==> src/rtl/div_arb_pkg.sv <==
// Shared encodings for div_arbiter: FSM states, response status codes and the
// saturation value returned for failed divisions.
package div_arb_pkg;

    typedef enum logic [1:0] {
        S_IDLE  = 2'd0,
        S_ISSUE = 2'd1,
        S_WAIT  = 2'd2,
        S_RESP  = 2'd3
    } arb_state_t;

    localparam logic [1:0] ST_OK  = 2'b00;
    localparam logic [1:0] ST_DBZ = 2'b01;
    localparam logic [1:0] ST_OVF = 2'b10;
    localparam logic [1:0] ST_TMO = 2'b11;

    localparam logic [31:0] SAT_MAX = 32'h7FFF_FFFF;

    localparam int WAIT_CNT_W = 8;

    // A done without valid and without flags means the divider overflowed late
    // in its iteration, so its quotient is not trustworthy.
    function automatic logic [1:0] classify(input logic dbz, input logic ovf, input logic valid);
        logic [1:0] st;
        if (dbz)        st = ST_DBZ;
        else if (ovf)   st = ST_OVF;
        else if (valid) st = ST_OK;
        else            st = ST_OVF;
        return st;
    endfunction

endpackage

==> src/rtl/div_arbiter_rr_pick.sv <==
// Combinational round-robin picker: first requester at or after ptr (wrapping)
// wins; returns one-hot grant, its index and an any-request flag.
module rr_pick #(
    parameter int N   = 4,
    parameter int IDW = $clog2(N)
) (
    input  logic [N-1:0]   req,
    input  logic [IDW-1:0] ptr,
    output logic [N-1:0]   grant,
    output logic [IDW-1:0] idx,
    output logic           any
);

    assign any = |req;

    always_comb begin : pick
        logic [IDW:0] slot;
        logic         found;
        // NOTE: every variable gets a default before the loop so no path leaves
        // it unassigned, which would otherwise infer a latch.
        grant = '0;
        idx   = '0;
        found = 1'b0;
        slot  = '0;
        for (int i = 0; i < N; i++) begin
            slot = {1'b0, ptr} + (IDW + 1)'(i);
            if (slot >= (IDW + 1)'(N)) slot = slot - (IDW + 1)'(N);
            if (!found && req[slot[IDW-1:0]]) begin
                found                = 1'b1;
                grant[slot[IDW-1:0]] = 1'b1;
                idx                  = slot[IDW-1:0];
            end
        end
    end

endmodule

==> src/rtl/div_arbiter.sv <==
// Shares one Q16.16 divider among NREQ requesters with round-robin arbitration.
// Optional WAIT-state watchdog enabled by defining DIV_ARB_TIMEOUT_EN.
module div_arbiter
    import div_arb_pkg::*;
#(
    parameter int  NREQ    = 4,
    parameter int  WIDTH   = 32,
    parameter int  TIMEOUT = 128,
    localparam int IDW     = $clog2(NREQ)
) (
    input  logic                  clk,
    input  logic                  rst,
    input  logic [NREQ-1:0]       req_valid,
    output logic [NREQ-1:0]       req_ready,
    input  logic [NREQ*WIDTH-1:0] req_a,
    input  logic [NREQ*WIDTH-1:0] req_b,
    output logic [NREQ-1:0]       rsp_valid,
    output logic [WIDTH-1:0]      rsp_val,
    output logic [1:0]            rsp_status,
    output logic [IDW-1:0]        rsp_id,
    output logic                  div_start,
    output logic [WIDTH-1:0]      div_a,
    output logic [WIDTH-1:0]      div_b,
    input  logic                  div_busy,
    input  logic                  div_done,
    input  logic                  div_valid,
    input  logic                  div_dbz,
    input  logic                  div_ovf,
    input  logic [WIDTH-1:0]      div_val,
    output logic                  arb_busy
);

    localparam logic [WIDTH-1:0] SAT = {1'b0, {(WIDTH - 1){1'b1}}};

    arb_state_t       state, state_d;
    logic [IDW-1:0]   ptr;
    logic [IDW-1:0]   owner;
    logic [WIDTH-1:0] op_a, op_b;
    logic             timeout_hit;
    logic             unused_inputs;

    logic [NREQ-1:0]  pick_grant;
    logic [IDW-1:0]   pick_idx;
    logic             pick_any;

    logic [WIDTH-1:0] slot_a [NREQ];
    logic [WIDTH-1:0] slot_b [NREQ];

    logic [1:0]       status_now;
    logic [WIDTH-1:0] val_now;

    for (genvar i = 0; i < NREQ; i++) begin : g_slot
        assign slot_a[i] = req_a[i*WIDTH +: WIDTH];
        assign slot_b[i] = req_b[i*WIDTH +: WIDTH];
    end

    rr_pick #(
        .N   (NREQ),
        .IDW (IDW)
    ) u_pick (
        .req   (req_valid),
        .ptr   (ptr),
        .grant (pick_grant),
        .idx   (pick_idx),
        .any   (pick_any)
    );

    // ---------------------------------------------------------------- FSM
    always_ff @(posedge clk or posedge rst) begin
        // NOTE: sequential state uses non-blocking assignments so every flop
        // samples pre-edge values regardless of process ordering.
        if (rst) state <= S_IDLE;
        else     state <= state_d;
    end

    always_comb begin
        state_d = state;
        case (state)
            S_IDLE:  if (pick_any) state_d = S_ISSUE;
            S_ISSUE: state_d = S_WAIT;
            S_WAIT:  if (div_done || timeout_hit) state_d = S_RESP;
            S_RESP:  state_d = S_IDLE;
            default: state_d = S_IDLE;
        endcase
    end

    // ------------------------------------------------- result classification
    assign status_now = classify(div_dbz, div_ovf, div_valid);
    assign val_now    = (status_now == ST_OK) ? div_val : SAT;

    // -------------------------------------------- operand and result registers
    always_ff @(posedge clk or posedge rst) begin
        if (rst) begin
            ptr        <= '0;
            owner      <= '0;
            op_a       <= '0;
            op_b       <= '0;
            rsp_val    <= '0;
            rsp_status <= ST_OK;
            rsp_id     <= '0;
        end else begin
            case (state)
                S_IDLE: begin
                    if (pick_any) begin
                        owner <= pick_idx;
                        op_a  <= slot_a[pick_idx];
                        op_b  <= slot_b[pick_idx];
                    end
                end
                S_WAIT: begin
                    // A real completion wins over a watchdog expiry in the same cycle.
                    if (div_done) begin
                        rsp_status <= status_now;
                        rsp_val    <= val_now;
                        rsp_id     <= owner;
                    end else if (timeout_hit) begin
                        rsp_status <= ST_TMO;
                        rsp_val    <= SAT;
                        rsp_id     <= owner;
                    end
                end
                S_RESP: begin
                    ptr <= (owner == IDW'(NREQ - 1)) ? '0 : owner + IDW'(1);
                end
                default: ;
            endcase
        end
    end

    // ----------------------------------------------------------- watchdog
`ifdef DIV_ARB_TIMEOUT_EN
    logic [WAIT_CNT_W-1:0] wait_cnt;

    always_ff @(posedge clk or posedge rst) begin
        if (rst)                  wait_cnt <= '0;
        else if (state == S_ISSUE) wait_cnt <= '0;
        else if (state == S_WAIT)  wait_cnt <= wait_cnt + 1'b1;
    end

    assign timeout_hit   = (state == S_WAIT) && (wait_cnt == WAIT_CNT_W'(TIMEOUT - 1));
    assign unused_inputs = div_busy;
`else
    assign timeout_hit   = 1'b0;
    assign unused_inputs = div_busy ^ (TIMEOUT == 0);
`endif

    // ------------------------------------------------------------ outputs
    // Grant is gated by rst so nothing is accepted while reset is held.
    assign req_ready = (state == S_IDLE && !rst) ? pick_grant : '0;
    assign rsp_valid = (state == S_RESP) ? (NREQ'(1) << rsp_id) : '0;
    assign div_start = (state == S_ISSUE);
    assign div_a     = op_a;
    assign div_b     = op_b;
    assign arb_busy  = (state != S_IDLE);

endmodule

==> config.mk <==
export PLATFORM = sky130hd
export DESIGN_NAME = div_arbiter
export DESIGN_NICKNAME = d
export VERILOG_FILES = /design/src/rtl/div_arb_pkg.sv /design/src/rtl/div_arbiter_rr_pick.sv /design/src/rtl/div_arbiter.sv
export SDC_FILE = /design/constraint.sdc
export NUM_CORES = 1
export LEC_CHECK = 0
export CAP_MARGIN = 20
export CORE_UTILIZATION = 30
export CTS_BUF_LIST = sky130_fd_sc_hd__clkbuf_2
export DETAILED_ROUTE_END_ITERATION = 16
export PLACE_DENSITY = 0.75
export SLEW_MARGIN = 20
export SYNTH_ARGS = -nofsm -noshare
export SYNTH_HDL_FRONTEND = slang
export SYNTH_SLANG_ARGS = --single-unit
export TNS_END_PERCENT = 30
==> constraint.sdc <==
create_clock -name clk -period 4.29 [get_ports clk]
set_input_delay 0.6435 -clock clk [delete_from_list [all_inputs] [get_ports clk]]
set_output_delay 0.6435 -clock clk [all_outputs]
set_load 0.01 [all_outputs]
Word-level counts from Yosys, hierarchy flattened
Cells that the tools add are included.
Operators by class
  multiply operators: 0
  multiplexer cells: 47
  shift operators: 1
  reduce and logical (&&, ||, !) cells: 19
  $lt $le $gt $ge: 13
  bitwise logic cells: 4
  equality and inequality tests: 6
  divide/modulo/power cells: 0
  $add $sub $neg: 8
Operator list (number)
  $mux W32: 5
  $bmux W32 S2: 2
  $mux W2: 14
  $mux W4: 6
  $ge A3 B3 Y1 const B: 4
  $lt A2 B3 Y1 const B: 4
  $or A4 B4 Y4: 3
  $mux W1: 11
  $bmux W1 S2: 4
  $demux W1 S2: 4
  $ge A2 B1 Y1 const B: 4
  $logic_and A1 B1 Y1: 8
  $pmux W2 S4: 1
  $sub A2 B1 Y2 const B: 4
  $add A2 B2 Y3 const B: 2
  $eq A2 B2 Y1 const B: 3
  $reduce_and A2 Y1: 3
  $logic_not A1 Y1: 4
  $logic_not A2 Y1: 2
  $ne A2 B2 Y1 const B: 2
  $reduce_or A4 Y1: 1
  $shl A1 B2 Y4 const A: 1
  $add A2 B1 Y3 const B: 1
  $ge A2 B3 Y1 const B: 1
  4 further kinds: 4
Storage, ports and cells
  logic and storage cells: 106
  flip-flop bits (word level): 106
  bits in latches: 0
  output and inout port bits: 110
  bits of input ports: 299
  RAM bits: 0
  memories kept: 0
  memory bits (read-only): 0

Depth between registers and ports, before layout
Gate-level depths: netlist (run 1).
  depth in word-level cells: 18
  mapped depth: 15
  mapped depth without buffers: 8

Hierarchy
From an unflattened synthesis (run 1), not the netlist that was laid out.
Unflattened totals
  cells, all modules: 540
  area, all modules: 6023.3 um^2
Modules (own cells, without submodules)
  div_arbiter: sequential area each 2652.5 um^2, times used 1, cells each 489, area each 5576.6 um^2
  rr_pick: sequential area each 0.0 um^2, times used 1, cells each 51, area each 446.7 um^2

Worst setup path after synthesis (run 1)
Ideal clock, no wire load.
  path type: input port to output port
  start point: input port rst
  end point: output port req_ready[0]
  buffers on the path: 0
  stages on the path: 3
  data arrival time: 3.546 ns
  data required time: 3.647 ns
  setup slack: 0.101 ns
  path through: inv_1 nand2_1 a21oi_1
On the way
  longest elaborated chain between the ends: 3
RTL lines
  from (decl): line div_arbiter.sv:12  | input logic rst,
  $logic_not A1 Y1: line div_arbiter.sv:149  | assign req_ready = (state == S_IDLE && !rst) ? pick_grant : '0;
  $logic_and A1 B1 Y1: line div_arbiter.sv:149
  $mux W4: line div_arbiter.sv:149
  to (decl): line div_arbiter.sv:14  | output logic [NREQ-1:0] req_ready,
Every way passes these cells.

Worst setup path in the final report (run 1)
  start point: register ptr[1]
  end point: output port req_ready[0]
On the way
  longest elaborated chain between the ends: 15
  elaborated cells on any way between the ends: 60
  classes of those cells: add/sub (7); order compare (12); mux (28); bitwise (3); reduce/logical (10)
RTL lines
  from (decl): line div_arbiter.sv:36  | logic [IDW-1:0] ptr;
  from (signal assigned): line div_arbiter.sv:123  | ptr <= (owner == IDW'(NREQ - 1)) ? '0 : owner + IDW'(1);
  branches (longest 13 deep; another with $add A2 B1 Y3)
  $mux W4 (*): line div_arbiter_rr_pick.sv:28  | if (!found && req[slot[IDW-1:0]]) begin
  $mux W4 (*): line div_arbiter.sv:149
Every way passes the cells marked *. The select of a mux whose other input is x is not followed.

==> impl_table.tex, run 1 <==
\begin{tabular}{lr}
\hline
Metric & Value \\
\hline
\multicolumn{2}{l}{\textbf{STA}} \\
Fmax & 246 MHz \\
Sum Neg Setup Slack & 0 ps \\
RSZ-0062 raised after global routing & no \\
Final worst path period need & 4070 ps \\
Final Slew Violations & 0 \\
Final hold slack & 400 ps \\
Share of the cycle needed by the critical path after routing & 0.948 \\
Finish-stage setup viols & 0 \\
Final setup skew & 87.5 ps \\
Final hold viol count & 0 \\
Slew margin rel. & 0.311 \\
Pin slew with the least headroom to its limit & 1030 ps \\
\multicolumn{2}{l}{\textbf{Worst setup path}} \\
Slowest stage cell on the critical path & clkdlybuf4s50\_1 \\
Category of the critical setup timing path & flop to output port \\
Buffers and inverters on the worst path & 2 \\
Endpoint type of the worst setup path & output port \\
Worst reg-to-reg setup slack & approximately 880 ps \\
Top cell family by delay on the critical path & buffers and inverters \\
Worst r2r dst & div\_a[12]\$\_DFFE\_PP0P\_ \\
Worst setup SP type & flop \\
Critical path fanouts, max & 6 \\
Cell-by-cell trace of the critical path & inv\_2 > ha\_1 > mux4\_2 > nor2b\_4 > a221o\_1 > o21ai\_0 > a21oi\_2 > clkdlybuf4s50\_1 \\
Data required time at the worst endpoint & around 3700 ps \\
Startpoint of the most critical register-to-register path & ptr[0]\$\_DFFE\_PP0P\_ \\
Crit. path cell count & 8 \\
Crit-path max cell delay & around 600 ps \\
Crit path DAT & 3420 ps \\
R2R depth & 9 \\
\multicolumn{2}{l}{\textbf{Yosys}} \\
Number of standard cells after synthesis & about 950 \\
EDFF count, synth & 0 \\
Number of flip-flops and latches in the synthesized netlist & about 110 \\
Synthesized area per cell & $\sim$8.7 µm² \\
Ys Warns & 0 \\
Sequential share of the synthesized area & 0.321 \\
Primary flip-flop cell chosen by synthesis mapping & dfrtp\_1 \\
Net count of the mapped netlist & 1,258 \\
Post-synthesis instance area & roughly 8300 µm² \\
Async SR Flop Fraction & 1.00 \\
Yosys cell types & 50 \\
\multicolumn{2}{l}{\textbf{Worst hold path}} \\
Endpoint, Worst Hold & div\_a[4]\$\_DFFE\_PP0P\_ \\
Min-Delay Path Class & input pin to flop \\
Worst hold path stage count & 3 \\
Start point of the worst hold path & req\_a[36] \\
\multicolumn{2}{l}{\textbf{Global route}} \\
Maximum number of pins on one net before global-route repair & 76 \\
First-pass GRT wire length & 53.1 mm \\
Via count of the first global-routing pass & 9,526 \\
Initial antenna violation count & 2 \\
Total track usage & 0.240 \\
Residual overflow from global routing & 0 \\
\multicolumn{2}{l}{\textbf{Clock network}} \\
H-tree depth reported by CTS & 3 \\
Sink count of the clock tree & between 100 and 150 \\
Cell at the root of the clock tree & clkbuf\_2 \\
Maximum number of buffers from clock root to sink & 2 \\
TritonCTS Buffers & 9 \\
Clock tree from TritonCTS & built \\
Hold-fix buffers at CTS & 0 \\
Clock input transition at the sequential cells of the worst setup and hold paths & around 420 ps \\
Clock insertion delay at the later pin of the skew report & 720 ps \\
\multicolumn{2}{l}{\textbf{Finish}} \\
P\&R area growth vs syn & 54.5\% \\
Commonest cells after routing, fill and taps aside & clkdlybuf4s50\_1, nand2\_1, dfrtp\_1 \\
Leading cell type in the layout, fill and taps excluded & clkdlybuf4s50\_1 \\
Share of layout cells above drive strength 1 & 0.102 \\
Non-filler instance count after layout & 1,656 \\
Total number of nets in the final design & 1,617 \\
\multicolumn{2}{l}{\textbf{Status}} \\
Outcome & finished, final reports clean \\
\multicolumn{2}{l}{\textbf{Routing}} \\
Drt total wl & 34.6 mm \\
Detailed-route via count & 9,499 \\
Iteration-0 DRC Markers & 923 \\
Antenna-violating nets left & 0 \\
Vias per std cell & 5.74 \\
Routed length per instance & 20.9 µm \\
Remaining design rule violation count & 0 \\
Drt pass-1 iters & 8 \\
\multicolumn{2}{l}{\textbf{Pwr}} \\
Peak supply drop & 391 µV \\
Cell leakage power & slightly below 5 nW \\
Power density over the cells & 633 nW/µm² \\
\multicolumn{2}{l}{\textbf{Floorplan}} \\
Starting utilization of the core area & 0.306 \\
Height of the die & $\sim$170 µm \\
I/O pin count & 409 \\
Placeable core area & approximately 27,000 µm² \\
Total number of placement rows & 60 \\
Die footprint & between 20,000 and 30,000 µm² \\
DIE WIDTH & 168 µm \\
\multicolumn{2}{l}{\textbf{Flow run}} \\
Max-Cap Viols & 0 \\
\multicolumn{2}{l}{\textbf{Placement}} \\
Sum of net half-perimeters after detailed placement & about 24 mm \\
Quantity of I/O buffers inserted on ports & 407 \\
Inst Count DP & 1,632 \\
Final weighted congestion in routability-driven placement & 0.823 \\
\hline
\end{tabular}
[state kept, by name, summed over array words and instances, names as in the netlist]
signal / flops
div_a: 32
rsp_id: 2
div_b: 32
rsp_val: 32
rsp_status: 2
ptr: 2
owner: 2
state: 2
[synth_stat cells (2+ instances only)]
cell type | count | share of area
a211oi_1 | 28 | 0.025
a21o_1 | 37 | 0.034
a21oi_1 | 73 | 0.044
a221o_1 | 4 | 0.0048
a221oi_1 | 7 | 0.0074
a221oi_2 | 7 | 0.013
a222oi_1 | 36 | 0.044
a22oi_1 | 14 | 0.013
a32o_1 | 36 | 0.044
and3_1 | 17 | 0.013
buf_1 | 7 | 0.0032
buf_2 | 27 | 0.016
buf_4 | 5 | 0.0045
buf_6 | 8 | 0.011
clkbuf_1 | 48 | 0.022
dfrtp_1 | 106 | 0.32
ha_1 | 12 | 0.018
inv_1 | 8 | 0.0036
mux2_1 | 2 | 0.0027
mux2_2 | 51 | 0.070
mux2i_1 | 55 | 0.067
mux4_2 | 2 | 0.0055
nand2_1 | 148 | 0.067
nand2b_1 | 3 | 0.0023
nand3_1 | 37 | 0.022
nand3b_1 | 2 | 0.0018
nor2_1 | 33 | 0.015
o21ai_0 | 67 | 0.041
o21ai_1 | 15 | 0.0091
o22a_1 | 32 | 0.034
[timing repair]
| action | CTS | global route |
|---|---|---|
| gates resized for setup | 1 | 1 |
| gates cloned | 0 | 0 |
| buffers inserted | 2 | 2 |
| setup endpoints to repair | 3 | 3 |
| pin swaps | 0 | 0 |
[per-stage QoR]
stage	area, µm²	total power [W]	setup WS [ps]	utilization
2_1_floorplan	8260	0.00534	101	-
3_3_place_gp	12600	0.00733	309	0.467
3_5_place_dp	12600	0.00746	277	0.467
4_1_cts	12700	0.00808	21.3	0.473
5_1_grt	12800	0.00868	4.67	0.474
6_report	12800	0.00808	224	0.474
[worst register-to-register path, stage by stage (launching register included)]
cell	delay [ps]
dfrtp_4	500
buf_4	200
mux2_2	400
mux2i_4	210
buf_4	680
nand3_1	140
buf_4	230
nand2_2	430
a211oi_1	220
a211oi_1	330
[area by class of cell]
cell class                 instances  area, µm²
clock buffer                       9       45.0
inverter                           8       32.5
clock inverter                     7       83.8
tap                              341        427
antenna                            4       10.0
fill                            2554      14200
multi-input combinational        737       5150
timing repair buffer             444       4370
sequential                       106       2660
[metal layers]
layer  global-route usage  share of wire  vias to the layer above
li1                     -              -                     4341
met1                0.293           0.40                     4619
met2                0.410           0.48                      491
met3               0.0555          0.091                       48
met4               0.0866          0.027                        0
met5                    0              0                        -
[power breakdown]
group / internal [W] / switching [W]
combinational: 0.00266 / 0.00323
clock: 0.000103 / 0.000457
sequential: 0.00139 / 0.000237
total: 0.00416 / 0.00392
[cell families (layout without fill, tap and decap cells)]
group,Yosys count,after routing,share of synthesized area
AOI/OAI and AO/OA,362,362,0.319
muxes,110,110,0.144
adders and majority gates,12,12,0.0182
buffers and inverters,104,468,0.0629
other,0,4,0
DFF,106,106,0.321
and+or+nand+nor,253,253,0.135
[how the worst max path moves through the flow]
stage / end / slack, ps / from
after floorplan: req_ready[0] / 100 / rst
after global placement: req_ready[0] / 310 / req_valid[1]
after detailed placement: req_ready[0] / 280 / req_valid[1]
after CTS: req_ready[0] / 20 / ptr[1]$_DFFE_PP0P_
after global routing: req_ready[0] / 5 / ptr[1]$_DFFE_PP0P_
final: req_ready[0] / 220 / ptr[1]$_DFFE_PP0P_
(Power assumes the default switching activity.)
==> run 2: changes to the inputs <==
Settings changed: ABC_CLOCK_PERIOD_IN_PS set to 4290, HOLD_SLACK_MARGIN set to 0.06, MAX_ROUTING_LAYER set to met4.
==> run 2 against run 1 <==
Net effect:
- via count unchanged
- cell area about the same
- highest routed layer unchanged
- first-iteration DRC count up 3.8%
- worst hold slack better by 21 ps
- global-route usage up 0.75 points
- non-clock buffer count unchanged
- final cell count about the same
- clock power about the same
- count of clock-buffer cells in the layout unchanged
- clock skew up 13 ps
- setup slack better by 32 ps
==> impl_table.tex, run 2 (same netlist as run 1, synthesis figures left out) <==
\begin{tabular}{lr}
\hline
Metric & Value \\
\hline
\multicolumn{2}{l}{\textbf{Clock network}} \\
Maximum number of buffers from clock root to sink & 2 (unchanged) \\
TritonCTS Buffers & 9 (unchanged) \\
H-tree depth reported by CTS & 3 (unchanged) \\
Sink count of the clock tree & 106 (unchanged) \\
Clock tree from TritonCTS & built \\
Cell at the root of the clock tree & clkbuf\_2 \\
Hold-fix buffers at CTS & 0 (unchanged) \\
Clock insertion delay at the later pin of the skew report & 710 ps (about the same) \\
Clock input transition at the sequential cells of the worst setup and hold paths & 420 ps (about the same) \\
\multicolumn{2}{l}{\textbf{STA}} \\
Sum Neg Setup Slack & 0 ps (unchanged) \\
Final worst path period need & 4030 ps (-31.6 ps) \\
RSZ-0062 raised after global routing & no \\
Final hold viol count & 0 (unchanged) \\
Final hold slack & 421 ps (+20.8 ps) \\
Slew margin rel. & 0.318 (+0.00769) \\
Final setup skew & 100 ps (+12.7 ps) \\
Pin slew with the least headroom to its limit & 1020 ps (-11.5 ps) \\
Final Slew Violations & 0 (unchanged) \\
Share of the cycle needed by the critical path after routing & 0.940 (-0.00737) \\
Finish-stage setup viols & 0 (unchanged) \\
Fmax & 248 MHz (+0.78\%) \\
\multicolumn{2}{l}{\textbf{Pwr}} \\
Power density over the cells & 633 nW/µm² (about the same) \\
Clock network fraction of design power & 0.069 (about the same) \\
Cell leakage power & 4.90 nW (about the same) \\
P\_sw & 0.00392 W (about the same) \\
Power Internal & 0.00416 W (about the same) \\
Peak supply drop & 393 µV (+0.53\%) \\
Sequential Power Share & 0.202 (about the same) \\
Combinational cell fraction of total power & 0.729 (about the same) \\
Fraction of power spent switching nets & 0.485 (about the same) \\
\multicolumn{2}{l}{\textbf{Finish}} \\
Share of layout cells above drive strength 1 & 0.102 (unchanged) \\
Leading cell type in the layout, fill and taps excluded & clkdlybuf4s50\_1 \\
Total number of nets in the final design & 1,617 (unchanged) \\
Commonest cells after routing, fill and taps aside & clkdlybuf4s50\_1, nand2\_1, dfrtp\_1 \\
Non-filler instance count after layout & 1,655 (-0.060\%) \\
P\&R area growth vs syn & 54.5\% (about the same) \\
Final standard cell area without fillers & 12,800 µm² (about the same) \\
\multicolumn{2}{l}{\textbf{Worst hold path}} \\
Worst hold path stage count & 3 (unchanged) \\
Min-Delay Path Class & input pin to flop \\
\multicolumn{2}{l}{\textbf{Worst setup path}} \\
R2R depth & 9 (unchanged) \\
Critical path fanouts, max & 6 (unchanged) \\
Crit path DAT & 3390 ps (-30 ps) \\
Endpoint type of the worst setup path & output port \\
Worst setup SP type & flop \\
Data required time at the worst endpoint & 3650 ps (about the same) \\
Category of the critical setup timing path & flop to output port \\
\multicolumn{2}{l}{\textbf{Flow run}} \\
Max-Cap Viols & 0 (unchanged) \\
\multicolumn{2}{l}{\textbf{Floorplan}} \\
Starting utilization of the core area & 0.306 (unchanged) \\
DIE WIDTH & 168 µm (unchanged) \\
Height of the die & 168 µm (unchanged) \\
Total number of placement rows & 60 (unchanged) \\
Placeable core area & 27,000 µm² (unchanged) \\
I/O pin count & 409 (unchanged) \\
Die footprint & 28,200 µm² (unchanged) \\
\multicolumn{2}{l}{\textbf{Routing}} \\
Vias per std cell & 5.74 (about the same) \\
Iteration-0 DRC Markers & 958 (+3.8\%) \\
Detailed-route via count & 9,499 (unchanged) \\
Remaining design rule violation count & 0 (unchanged) \\
Drt pass-1 iters & 8 (unchanged) \\
Routed length per instance & 20.9 µm (+0.16\%) \\
Antenna-violating nets left & 0 (unchanged) \\
Drt total wl & 34.7 mm (+0.10\%) \\
\multicolumn{2}{l}{\textbf{Placement}} \\
Quantity of I/O buffers inserted on ports & 407 (unchanged) \\
Sum of net half-perimeters after detailed placement & 24.2 mm (unchanged) \\
Final weighted congestion in routability-driven placement & 0.835 (+1.5\%) \\
Inst Count DP & 1,632 (unchanged) \\
Cell area reported after detailed placement & 12,600 µm² (unchanged) \\
\multicolumn{2}{l}{\textbf{Global route}} \\
Residual overflow from global routing & 0 (unchanged) \\
Initial antenna violation count & 1 (-1) \\
First-pass GRT wire length & 53.1 mm (-0.15\%) \\
Maximum number of pins on one net before global-route repair & 76 (unchanged) \\
Via count of the first global-routing pass & 9,549 (+0.24\%) \\
Total track usage & 0.247 (+0.00749) \\
\multicolumn{2}{l}{\textbf{Status}} \\
Outcome & finished, final reports clean \\
\hline
\end{tabular}
## run 2: cell types whose count changed in the layout (fill, tap and decap cells not counted)
| cell | change |
|---|---|
| diode_2 | -1 |
## run 2: what timing repair did
item / 4_1_cts / 5_1_grt
setup endpoints to repair: 3 / 3
resized for setup: 1 / 1
buffers inserted: 2 / 2
cloned: 0 / 0
hold endpoints to repair: 0 / 0
## run 2: area by class of cell
class | count | area (µm²)
Fill cell | 2555 | 14200
Multi-Input combinational cell | 737 | 5150
Timing Repair Buffer | 444 | 4370
Sequential cell | 106 | 2660
Tap cell | 341 | 427
Clock inverter | 7 | 83.8
Clock buffer | 9 | 45.0
Inverter | 8 | 32.5
Antenna cell | 3 | 7.51
## run 2: layer usage
metal / wire length, µm / up-vias / global-route usage
met5: 0 / - / -
met4: 851 / 0 / 0.0870
met3: 2890 / 45 / 0.0501
met2: 16800 / 464 / 0.409
met1: 14100 / 4651 / 0.298
li1: - / 4339 / -
## run 2: worst paths after layout
kind / endpoint / slack [ps] / startpoint
max in group asynchronous: ptr[0]$_DFFE_PP0P_ / 2400 / rst
hold / removal: div_a[4]$_DFFE_PP0P_ / 420 / req_a[36]
setup / recovery: req_ready[0] / 260 / ptr[1]$_DFFE_PP0P_
hold reg to reg: rsp_val[31]$_DFFE_PP0P_ / 520 / rsp_val[31]$_DFFE_PP0P_
min in group asynchronous: div_b[30]$_DFFE_PP0P_ / 470 / rst
setup reg to reg: div_a[12]$_DFFE_PP0P_ / 900 / ptr[0]$_DFFE_PP0P_
## run 2: critical path, stage by stage, from the launching register on
cell,delay (ps)
dfrtp_1,440
inv_2,90
ha_1,320
mux4_2,590
nor2b_4,200
a221o_1,170
o21ai_0,100
a21oi_2,270
clkdlybuf4s50_1,600
## run 2: through the flow
step                      total power, W  utilization  worst slack, ps
final                            0.00808        0.474              256
after global routing             0.00868        0.474             5.04
after CTS                        0.00808        0.473             21.3
after detailed placement         0.00746        0.467              277
after global placement           0.00733        0.467              309
after floorplan                  0.00534            -              101
## run 2: power by group through the flow
stage,clock (W),combinational [W],sequential (W)
after floorplan,0,0.00356,0.00178
after global placement,0,0.00566,0.00167
after detailed placement,0,0.00578,0.00168
after CTS,0.000587,0.00586,0.00163
after global routing,0.000620,0.00638,0.00168
final,0.000562,0.00589,0.00163
